## src/rtl/button_event_ctrl.sv

```systemverilog
// Front-panel button conditioner: synchronise, debounce, priority-encode and emit press events over valid/ready.
// Optional auto-repeat of the held button is enabled by defining BTN_AUTOREPEAT_EN.
module button_event_ctrl #(
    parameter  int N_BTN           = 3,
    parameter  int DEBOUNCE_CYCLES = 500000,
    parameter  int REPEAT_DELAY    = 25000000,
    parameter  int REPEAT_PERIOD   = 5000000,
    localparam int CODE_W          = $clog2(N_BTN + 1)
) (
    input  logic              i_clk,
    input  logic              i_rst_n,
    input  logic [N_BTN-1:0]  i_btn_in,
    output logic [N_BTN-1:0]  o_btn_db,
    output logic [CODE_W-1:0] o_held_code,
    output logic              o_evt_valid,
    output logic [CODE_W-1:0] o_evt_code,
    input  logic              i_evt_ready,
    output logic              o_evt_overflow,
    input  logic              i_ovf_clr
);

    localparam int             DB_W    = $clog2(DEBOUNCE_CYCLES);
    localparam logic [DB_W-1:0] DB_LAST = DB_W'(DEBOUNCE_CYCLES - 1);

    if (N_BTN < 1 || N_BTN > 15 || DEBOUNCE_CYCLES < 2 || REPEAT_DELAY < 1 || REPEAT_PERIOD < 1) begin : g_param_check
        $error("button_event_ctrl: parameter out of range");
    end

    function automatic logic [CODE_W-1:0] lowest_code(input logic [N_BTN-1:0] v);
        lowest_code = '0;
        for (int i = N_BTN - 1; i >= 0; i--) begin
            if (v[i]) lowest_code = CODE_W'(i + 1);
        end
    endfunction

    logic [N_BTN-1:0]  r_sync1;
    logic [N_BTN-1:0]  r_sync2;
    logic [N_BTN-1:0]  r_btn_db;
    logic [N_BTN-1:0]  r_btn_db_q;
    logic [DB_W-1:0]   r_db_cnt [N_BTN];
    logic [CODE_W-1:0] r_held_code;
    logic              r_evt_valid;
    logic [CODE_W-1:0] r_evt_code;
    logic              r_evt_overflow;

    logic [N_BTN-1:0]  w_rise;
    logic              w_edge_any;
    logic              w_edge_multi;
    logic [CODE_W-1:0] w_edge_code;
    logic [CODE_W-1:0] w_held_next;
    logic              w_src_valid;
    logic [CODE_W-1:0] w_src_code;
    logic              w_can_load;
    logic              w_drop;

    // A level only flips after DEBOUNCE_CYCLES consecutive disagreeing samples.
    always_ff @(posedge i_clk or negedge i_rst_n) begin
        if (!i_rst_n) begin
            r_sync1    <= '0;
            r_sync2    <= '0;
            r_btn_db   <= '0;
            r_btn_db_q <= '0;
            for (int i = 0; i < N_BTN; i++) r_db_cnt[i] <= '0;
        end else begin
            r_sync1    <= i_btn_in;
            r_sync2    <= r_sync1;
            r_btn_db_q <= r_btn_db;
            for (int i = 0; i < N_BTN; i++) begin
                if (r_sync2[i] == r_btn_db[i]) begin
                    r_db_cnt[i] <= '0;
                end else if (r_db_cnt[i] == DB_LAST) begin
                    r_db_cnt[i] <= '0;
                    r_btn_db[i] <= ~r_btn_db[i];
                end else begin
                    r_db_cnt[i] <= r_db_cnt[i] + DB_W'(1);
                end
            end
        end
    end

    assign w_rise       = r_btn_db & ~r_btn_db_q;
    assign w_edge_any   = |w_rise;
    assign w_edge_multi = |(w_rise & (w_rise - N_BTN'(1)));
    assign w_edge_code  = lowest_code(w_rise);
    assign w_held_next  = lowest_code(r_btn_db);

`ifdef BTN_AUTOREPEAT_EN
    localparam int REP_MAX = (REPEAT_DELAY > REPEAT_PERIOD) ? REPEAT_DELAY : REPEAT_PERIOD;
    localparam int TIMER_W = $clog2(REP_MAX + 1);
    localparam logic [TIMER_W-1:0] DELAY_LAST  = TIMER_W'(REPEAT_DELAY - 1);
    localparam logic [TIMER_W-1:0] PERIOD_LAST = TIMER_W'(REPEAT_PERIOD - 1);

    typedef enum logic [1:0] {IDLE, DELAY, REPEAT} rep_state_t;

    rep_state_t         r_rep_state;
    rep_state_t         w_rep_next;
    logic [TIMER_W-1:0] r_rep_timer;
    logic               w_held_change;
    logic               w_rep_fire;

    // The FSM follows the held code about to be registered, so it moves in lockstep with o_held_code.
    assign w_held_change = (w_held_next != r_held_code);

    always_ff @(posedge i_clk or negedge i_rst_n) begin
        if (!i_rst_n) begin
            r_rep_state <= IDLE;
            r_rep_timer <= '0;
        end else begin
            r_rep_state <= w_rep_next;
            if (w_held_change || w_rep_fire || r_rep_state == IDLE) begin
                r_rep_timer <= '0;
            end else begin
                r_rep_timer <= r_rep_timer + TIMER_W'(1);
            end
        end
    end

    always_comb begin
        w_rep_next = r_rep_state;
        if (w_held_change) begin
            w_rep_next = (w_held_next != '0) ? DELAY : IDLE;
        end else if (r_rep_state == DELAY && r_rep_timer == DELAY_LAST) begin
            w_rep_next = REPEAT;
        end
    end

    always_comb begin
        w_rep_fire = 1'b0;
        if (!w_held_change) begin
            case (r_rep_state)
                DELAY:   w_rep_fire = (r_rep_timer == DELAY_LAST);
                REPEAT:  w_rep_fire = (r_rep_timer == PERIOD_LAST);
                default: w_rep_fire = 1'b0;
            endcase
        end
    end

    // An edge event in the same cycle takes precedence; the repeat is discarded without flagging overflow.
    assign w_src_valid = w_edge_any | w_rep_fire;
    assign w_src_code  = w_edge_any ? w_edge_code : r_held_code;
`else
    assign w_src_valid = w_edge_any;
    assign w_src_code  = w_edge_code;
`endif

    assign w_can_load = ~r_evt_valid | i_evt_ready;
    assign w_drop     = w_edge_multi | (w_src_valid & ~w_can_load);

    always_ff @(posedge i_clk or negedge i_rst_n) begin
        if (!i_rst_n) begin
            r_held_code    <= '0;
            r_evt_valid    <= 1'b0;
            r_evt_code     <= '0;
            r_evt_overflow <= 1'b0;
        end else begin
            r_held_code <= w_held_next;
            if (w_can_load) begin
                r_evt_valid <= w_src_valid;
                if (w_src_valid) r_evt_code <= w_src_code;
            end
            if (w_drop) begin
                r_evt_overflow <= 1'b1;
            end else if (i_ovf_clr) begin
                r_evt_overflow <= 1'b0;
            end
        end
    end

    assign o_btn_db       = r_btn_db;
    assign o_held_code    = r_held_code;
    assign o_evt_valid    = r_evt_valid;
    assign o_evt_code     = r_evt_code;
    assign o_evt_overflow = r_evt_overflow;

endmodule

```

## config.mk

```make
export PLATFORM = sky130hd
export DESIGN_NAME = button_event_ctrl
export DESIGN_NICKNAME = d
export VERILOG_FILES = /design/src/rtl/button_event_ctrl.sv
export SDC_FILE = /design/constraint.sdc
export NUM_CORES = 1
export LEC_CHECK = 0
export ABC_AREA = 1
export CORE_ASPECT_RATIO = 0.75
export CORE_MARGIN = 2
export CORE_UTILIZATION = 65
export DETAILED_ROUTE_END_ITERATION = 7
export GPL_TIMING_DRIVEN = 0
export PLACE_DENSITY = 0.84
export SLEW_MARGIN = 20
export SYNTH_ARGS = -nofsm -noshare
export SYNTH_HDL_FRONTEND = slang
export SYNTH_SLANG_ARGS = --single-unit
export TNS_END_PERCENT = 10
```

## constraint.sdc

```tcl
create_clock -name i_clk -period 3.4 [get_ports i_clk]
set_clock_uncertainty 0.05 [all_clocks]
set_input_delay 0.51 -clock i_clk [delete_from_list [all_inputs] [get_ports i_clk]]
set_output_delay 0.51 -clock i_clk [all_outputs]
set_load 0.01 [all_outputs]
```

==> key figures, run 1 <==
Drt
  • Final routed DRC violation total: 0
  • Avg Vias per Cell: between 5 and 6
  • WL/cell: 13.0 um
  • Vias: roughly 3300
  • Final WL: 8.20 mm
  • TritonRoute pass-1 iters: 4
  • Initial DRC count: 184
  • Post-DRT Antenna Nets: 0

Global routing
  • Vias in the first global route: 3272
  • Total congestion overflow: 0
  • GRT busiest layer: met2
  • Initial antenna violation count: 0
  • Met2 GRT Util: 44.4%
  • Grt met3 use: 6.31%
  • Met1 Resource Use GR: between 30% and 40%
  • First-pass GRT wire length: 14.5 mm
  • GRT Overall Usage: around 28%
  • Largest net degree at the start of global routing: 49

Floorplan
  • IO Pins: 16
  • Chip height: 71.9 um
  • FP Rows: 24
  • Chip Width: 94.5 um
  • Initial Utilization: 67.8%
  • Placeable Area: 0.00589 sq mm
  • Die area: roughly 0.0068 sq mm

Synthesis
  • Sequential-to-total area share from yosys stat: 47.0%
  • Unique masters post-synth: 27
  • Ys Warns: 0
  • Top post-synthesis cells by count: 125 x nor2_1, 106 x nand2_1, 75 x dfrtp_1, 62 x inv_1, 45 x nand3_1
  • Share of the synthesized area in the top cell type: 47.0%
  • Mapped Nets: roughly 530
  • Syn Inst Count: 519
  • Ys flop type: dfrtp_1
  • Synth top area cells: dfrtp_1 47%, nor2_1 12%, nand2_1 10%
  • Mapped Area: ~0.0040 sq mm
  • Synthesis-stage register bit count: 75
  • Asr flop ratio synth: 100%
  • Largest area contributor in the netlist: dfrtp_1
  • Syn_area_per_cell: between 7 and 8 sq um
  • Post-synth EDFFs: 0
  • Most common cell in the netlist: nor2_1

STA
  • Fin Setup TNS: 0 ps
  • Minimum clock period: 2070 ps
  • Measured slew at the worst slew-check pin: approximately 380 ps
  • Hold WS: 20.6 ps
  • Max_slew headroom: 75.0%
  • Final period util: about three fifths
  • Final setup viols: 0
  • RSZ-0062 raised after global routing: no
  • Final Slew Violations: 0
  • Max Fclk: 0.483 GHz
  • Endpoints failing hold: 0
  • Final setup margin: roughly 1300 ps

Run status
  • Status: finished clean

Setup path
  • Worst Path Required: 2840 ps
  • Ordered cell list for the critical path: clkdlybuf4s50_1
  • CP max stage cell: clkdlybuf4s50_1
  • Critical path startpoint category: flop
  • Worst EP arrival: 1510 ps
  • Worst path bufs/invs: 1
  • Critical path class: flop to output pin
  • Critical path fanouts, max: 7
  • R2r startpoint: r_db_cnt[38]
  • CP delay by family, top: buffers and inverters
  • Setup crit end kind: output pin
  • Crit path from: o_btn_db[1]
  • Reg2Reg Depth: 6
  • Critical Path Max Stage Delay: 610 ps
  • CP Depth: 1

Finish
  • Diodes inserted: 0
  • # fillers: approximately 420
  • Final layout net count: ~560
  • Multi-input logic area: 0.00185 sq mm
  • Layout area overhead: 12.1%
  • Storage cell area: 0.00188 sq mm
  • Share of cells above drive strength 1: 9.62%
  • Final instance area: 0.00448 sq mm

Placement
  • Final HPWL DP: 5.82 mm
  • Port buffer count: 15
  • Routability congestion estimate: 0.942
  • Total placed instance area: 0.00426 sq mm
  • Dpl ws: 1700 ps

Clock tree
  • # H-tree levels: 3
  • Post-CTS Resized: 0
  • CTS Sinks: 75
  • CTS tree: done
  • Root buffer cell: clkbuf_8
  • Worst-path clk slew: approximately 80 ps
  • Hold-fix buffers at CTS: 0
  • CTS buffer count: 9
  • Worst-case clock buffer depth: 2
  • Worst-skew pair later-pin latency: 360 ps
  • Setup Fix Bufs, Post-CTS: 0

Power and ir drop
  • P_leak: 1.99 nW
  • PD cells: 381 mW/mm^2
  • VDD IR max: about 0.00033 V

Flow run
  • Max-cap violations: 0

Worst hold path
  • Hold/Removal Path Class: input pin to asynchronous set/reset pin
## cell families after synthesis
group                    count (synthesis)  synth area share, %
AND/OR/NAND/NOR                        318                 35.0
flip-flops                              75                 47.0
buffers and inverters                   68                 6.55
XOR/XNOR                                31                 7.18
AO/OA/AOI/OAI                           24                 3.32
adder cells (fa/ha/maj)                  3                0.941
## worst paths after layout
| kind | slack, ps | endpoint |
|---|---|---|
| setup reg to reg | 1840 | r_db_cnt[55] |
| hold reg to reg | 300 | r_sync2[2] |
| hold / removal | 20 | r_db_cnt[8] |
| min in group i_clk | 300 | r_sync2[2] |
| max in group asynchronous | 2740 | r_db_cnt[52] |
| setup / recovery | 1330 | o_btn_db[1] |
## layout by cell type (no fill, tap or decap), drive strengths merged
| cell type | instances |
|---|---|
| buf | 7 |
| a31oi | 1 |
| inv | 64 |
| o211ai | 1 |
| clkdlybuf4s50 | 14 |
| dfrtp | 75 |
| a21oi | 9 |
| nand4 | 5 |
| clkinvlp | 1 |
| xnor2 | 8 |
| nor3b | 5 |
| nand3 | 46 |
| clkbuf | 11 |
| xor2 | 23 |
| bufinv | 1 |
| o21bai | 3 |
| clkinv | 2 |
| o21ai | 9 |
| o22ai | 1 |
| nand2 | 113 |
| or2 | 1 |
| and2 | 2 |
| nor2 | 143 |
| ha | 3 |
| nor3 | 3 |
## registers in the layout, indices dropped and copies added (netlist names)
register	flops
o_evt_overflow	1
r_sync2	3
o_evt_valid	1
r_sync1	3
r_btn_db_q	3
o_held_code	2
o_evt_code	2
r_db_cnt	57
o_btn_db	3
## metrics by stage
| step | power (mW) | cells | util (%) |
|---|---|---|---|
| floorplan | 0.957 | 519 | - |
| global placement | 0.991 | 612 | 72.0 |
| detailed placement | 0.998 | 613 | 72.4 |
| CTS | 1.72 | 629 | 76.0 |
| global route | 1.76 | 629 | 76.0 |
| finish | 1.71 | 629 | 76.0 |
## final cells by class
type | instances | area share, %
Clock buffer | 11 | 3.38
Timing Repair Buffer | 16 | 3.91
Sequential cell | 75 | 41.9
Tap cell | 78 | 2.18
Clock inverter | 5 | 1.34
Buffer | 5 | 0.559
Multi-Input combinational cell | 376 | 41.4
Inverter | 63 | 5.28
## power by group
part | leakage (nW) | switching (mW) | internal [mW]
registers | 1.02 | 0.00886 | 0.904
clock network | 0.106 | 0.346 | 0.382
logic | 0.862 | 0.0434 | 0.0227
## metal layers
| layer | vias to the layer above | share of wire (%) |
|---|---|---|
| met5 | - | 0 |
| met4 | 0 | 1.4 |
| met3 | 15 | 5.5 |
| met2 | 72 | 46 |
| met1 | 1583 | 47 |
| li1 | 1653 | - |
No activity file was read; power rests on OpenSTA's default activity.
==> inputs of run 2 (changes only) <==
--- a/config.mk
+++ b/config.mk
@@ -8,10 +8,10 @@
 export ABC_AREA = 1
 export CORE_ASPECT_RATIO = 0.75
 export CORE_MARGIN = 2
-export CORE_UTILIZATION = 65
+export CORE_UTILIZATION = 61
 export DETAILED_ROUTE_END_ITERATION = 7
 export GPL_TIMING_DRIVEN = 0
-export PLACE_DENSITY = 0.84
+export PLACE_DENSITY = 0.8
 export SLEW_MARGIN = 20
 export SYNTH_ARGS = -nofsm -noshare
 export SYNTH_HDL_FRONTEND = slang
==> constraint.sdc (replaced) <==
create_clock -name i_clk -period 2 [get_ports i_clk]
set_clock_uncertainty 0.05 [all_clocks]
set_input_delay 0.3 -clock i_clk [delete_from_list [all_inputs] [get_ports i_clk]]
set_output_delay 0.3 -clock i_clk [all_outputs]
set_load 0.01 [all_outputs]
==> run 2 against run 1 <==
  * Clock power is 39% higher
  * Sequential share of layout area is 0.35 points higher
  * Routed wire length is 3.9% lower
  * Flip-flop and latch count is the same
  * Combinational power is 68% higher
  * Critical path type unchanged
  * Largest power group unchanged
==> key figures, run 2 (synthesis results as in run 1) <==
Run status
  • Status: finished clean (unchanged)

Global routing
  • Initial antenna violation count: 0 (unchanged)
  • First-pass GRT wire length: 13.7 mm (was 14.5 mm)
  • Largest net degree at the start of global routing: 42 (was 49)
  • Total congestion overflow: 0 (unchanged)
  • GRT Overall Usage: 23.7% (was 27.5%)
  • Vias in the first global route: 3092 (was 3272)

Finish
  • Final core occ: 70.2% (was 76.0%)
  • Most common cell after layout, fill and taps aside: nor2_1 (unchanged)
  • # fillers: 525 (was 424)
  • Final layout net count: 557 (was 556)
  • Non-Filler Instances: 632 (was 629)
  • Number of flip-flops in the largest register: 57 (unchanged)
  • Biggest register: r_db_cnt (unchanged)
  • Share of cells above drive strength 1: 9.44% (was 9.62%)
  • Multi-input logic area: 0.00185 sq mm (unchanged)
  • Diodes inserted: 0 (unchanged)
  • Most frequent cells in the layout: 125 x nor2_1, 106 x nand2_1, 75 x dfrtp_1 (unchanged)
  • Storage cell area: 0.00188 sq mm (unchanged)
  • Layout area overhead: 11.2% (was 12.1%)

Clock tree
  • Root buffer cell: clkbuf_8 (unchanged)
  • Worst-path clk slew: 70 ps (was 80 ps)
  • CTS Sinks: 75 (unchanged)
  • Worst-case clock buffer depth: 2 (unchanged)
  • Worst-skew pair later-pin latency: 340 ps (was 360 ps)
  • CTS tree: done (unchanged)
  • # H-tree levels: 3 (unchanged)
  • CTS buffer count: 9 (unchanged)

Setup path
  • Worst Path Required: 1650 ps (was 2840 ps)
  • Setup crit end kind: output pin (unchanged)
  • Setup slack, reg-to-reg: 440 ps (was 1840 ps)
  • Worst EP arrival: 1490 ps (was 1510 ps)
  • Worst path bufs/invs: 1 (unchanged)
  • CP max stage cell: clkdlybuf4s50_1 (unchanged)
  • Critical Path Max Stage Delay: 620 ps (was 610 ps)
  • Ordered cell list for the critical path: clkdlybuf4s50_1 (unchanged)
  • Critical path class: flop to output pin (unchanged)
  • CP delay by family, top: buffers and inverters (unchanged)
  • Critical path fanouts, max: 7 (unchanged)
  • Critical path startpoint category: flop (unchanged)

Drt
  • WL met2: 3.59 mm (was 3.75 mm)
  • WL met1: 3.79 mm (was 3.88 mm)
  • Initial DRC count: 175 (was 184)
  • Vias: 3241 (was 3323)
  • Avg Vias per Cell: 5.13 (was 5.28)
  • Post-DRT Antenna Nets: 0 (unchanged)
  • Highest routed layer: met4 (unchanged)
  • WL/cell: 12.5 um (was 13.0 um)
  • Final WL: 7.87 mm (was 8.20 mm)
  • Final routed DRC violation total: 0 (unchanged)
  • TritonRoute pass-1 iters: 6 (was 4)
  • Routed length on met3: 434 um (was 449 um)

STA
  • Max_slew headroom: 70.8% (was 75.0%)
  • Minimum clock period: 1840 ps
  • Final setup viols: 0 (unchanged)
  • RSZ-0062 raised after global routing: no (unchanged)
  • Measured slew at the worst slew-check pin: 438 ps (was 375 ps)
  • Final Slew Violations: 0 (unchanged)
  • Max Fclk: 0.542 GHz
  • Final period util: 92.2%
  • Endpoints failing hold: 0 (unchanged)

Power and ir drop
  • VDD IR max: 0.000359 V (was 0.000329 V)
  • PD cells: 603 mW/mm^2 (was 381 mW/mm^2)
  • Overall power: 2.67 mW (was 1.71 mW)
  • P_leak: 1.97 nW (was 1.99 nW)

Floorplan
  • Chip Width: 97.4 um (was 94.5 um)
  • Chip height: 74.1 um (was 71.9 um)
  • IO Pins: 16 (unchanged)
  • Die area: 0.00721 sq mm (was 0.00679 sq mm)
  • Initial Utilization: 63.2% (was 67.8%)
  • Placeable Area: 0.00632 sq mm (was 0.00589 sq mm)
  • FP Rows: 25 (was 24)

Placement
  • Routability congestion estimate: 0.915 (was 0.942)
  • Post-placement cell count: 616 (was 613)
  • Final HPWL DP: 5.77 mm (was 5.82 mm)
  • Port buffer count: 15 (unchanged)

Flow run
  • Max-cap violations: 0 (unchanged)

Worst hold path
  • Hold/Removal Path Class: flop to flop (was input pin to asynchronous set/reset pin)
==> run 2: cell count changes in the layout (fill, tap and decap cells not counted) <==
cell	change
dlygate4sd3_1	+1
buf_16	-1
inv_6	-1
clkinv_4	-1
clkbuf_8	-1
bufinv_16	-1
clkinvlp_4	+1
clkinv_2	+2
buf_12	+1
==> run 2: cell type report <==
cell class / count / share of cell area (%)
Clock buffer: 10 / 3.10
Tap cell: 81 / 2.28
Clock inverter: 5 / 0.677
Multi-Input combinational cell: 376 / 41.8
Timing Repair Buffer: 17 / 4.00
Sequential cell: 75 / 42.3
Inverter: 63 / 5.33
Buffer: 5 / 0.564
==> run 2: report_power, final <==
group	internal [mW]	switching [mW]	leakage, nW	total, mW
sequential	1.54	0.0153	1.02	1.55
combinational	0.0382	0.0728	0.863	0.111
clock	0.470	0.541	0.0839	1.01
==> run 2: timing repair <==
| action | CTS | global route |
|---|---|---|
| resized for setup | 0 | 0 |
| buffers inserted | 0 | 0 |
| endpoints found under the setup margin | 0 | 0 |
| hold endpoints to repair | 34 | 0 |
| hold buffers | 1 | 0 |
==> run 2: final timing paths <==
path | start | to | depth (start not counted)
max in group asynchronous | i_rst_n | r_db_cnt[56] | 3
hold / removal | r_sync1[1] | r_sync2[1] | 0
setup / recovery | o_btn_db[1] | o_btn_db[1] | 1
setup reg to reg | r_db_cnt[38] | r_db_cnt[38] | 6
min in group asynchronous | i_rst_n | r_db_cnt[13] | 2
hold reg to reg | r_sync1[1] | r_sync2[1] | 0
==> run 2: routing by layer <==
| metal | track usage, % | up-vias |
|---|---|---|
| li1 | - | 1653 |
| met1 | 33.5 | 1500 |
| met2 | 37.6 | 81 |
| met3 | 5.26 | 7 |
| met4 | 6.94 | 0 |
| met5 | 0 | - |
==> run 2: per-stage QoR <==
step / worst slack [ps] / hold WS (ps) / cell area (sq um) / TNS [ps]
final: 156 / 299 / 4440 / 0
after global routing: 108 / 315 / 4440 / 0
after CTS: 130 / 300 / 4440 / 0
after detailed placement: 438 / 229 / 4260 / 0
after global placement: -1950 / 282 / 4240 / -146340
after floorplan: 706 / -45.6 / 3990 / 0
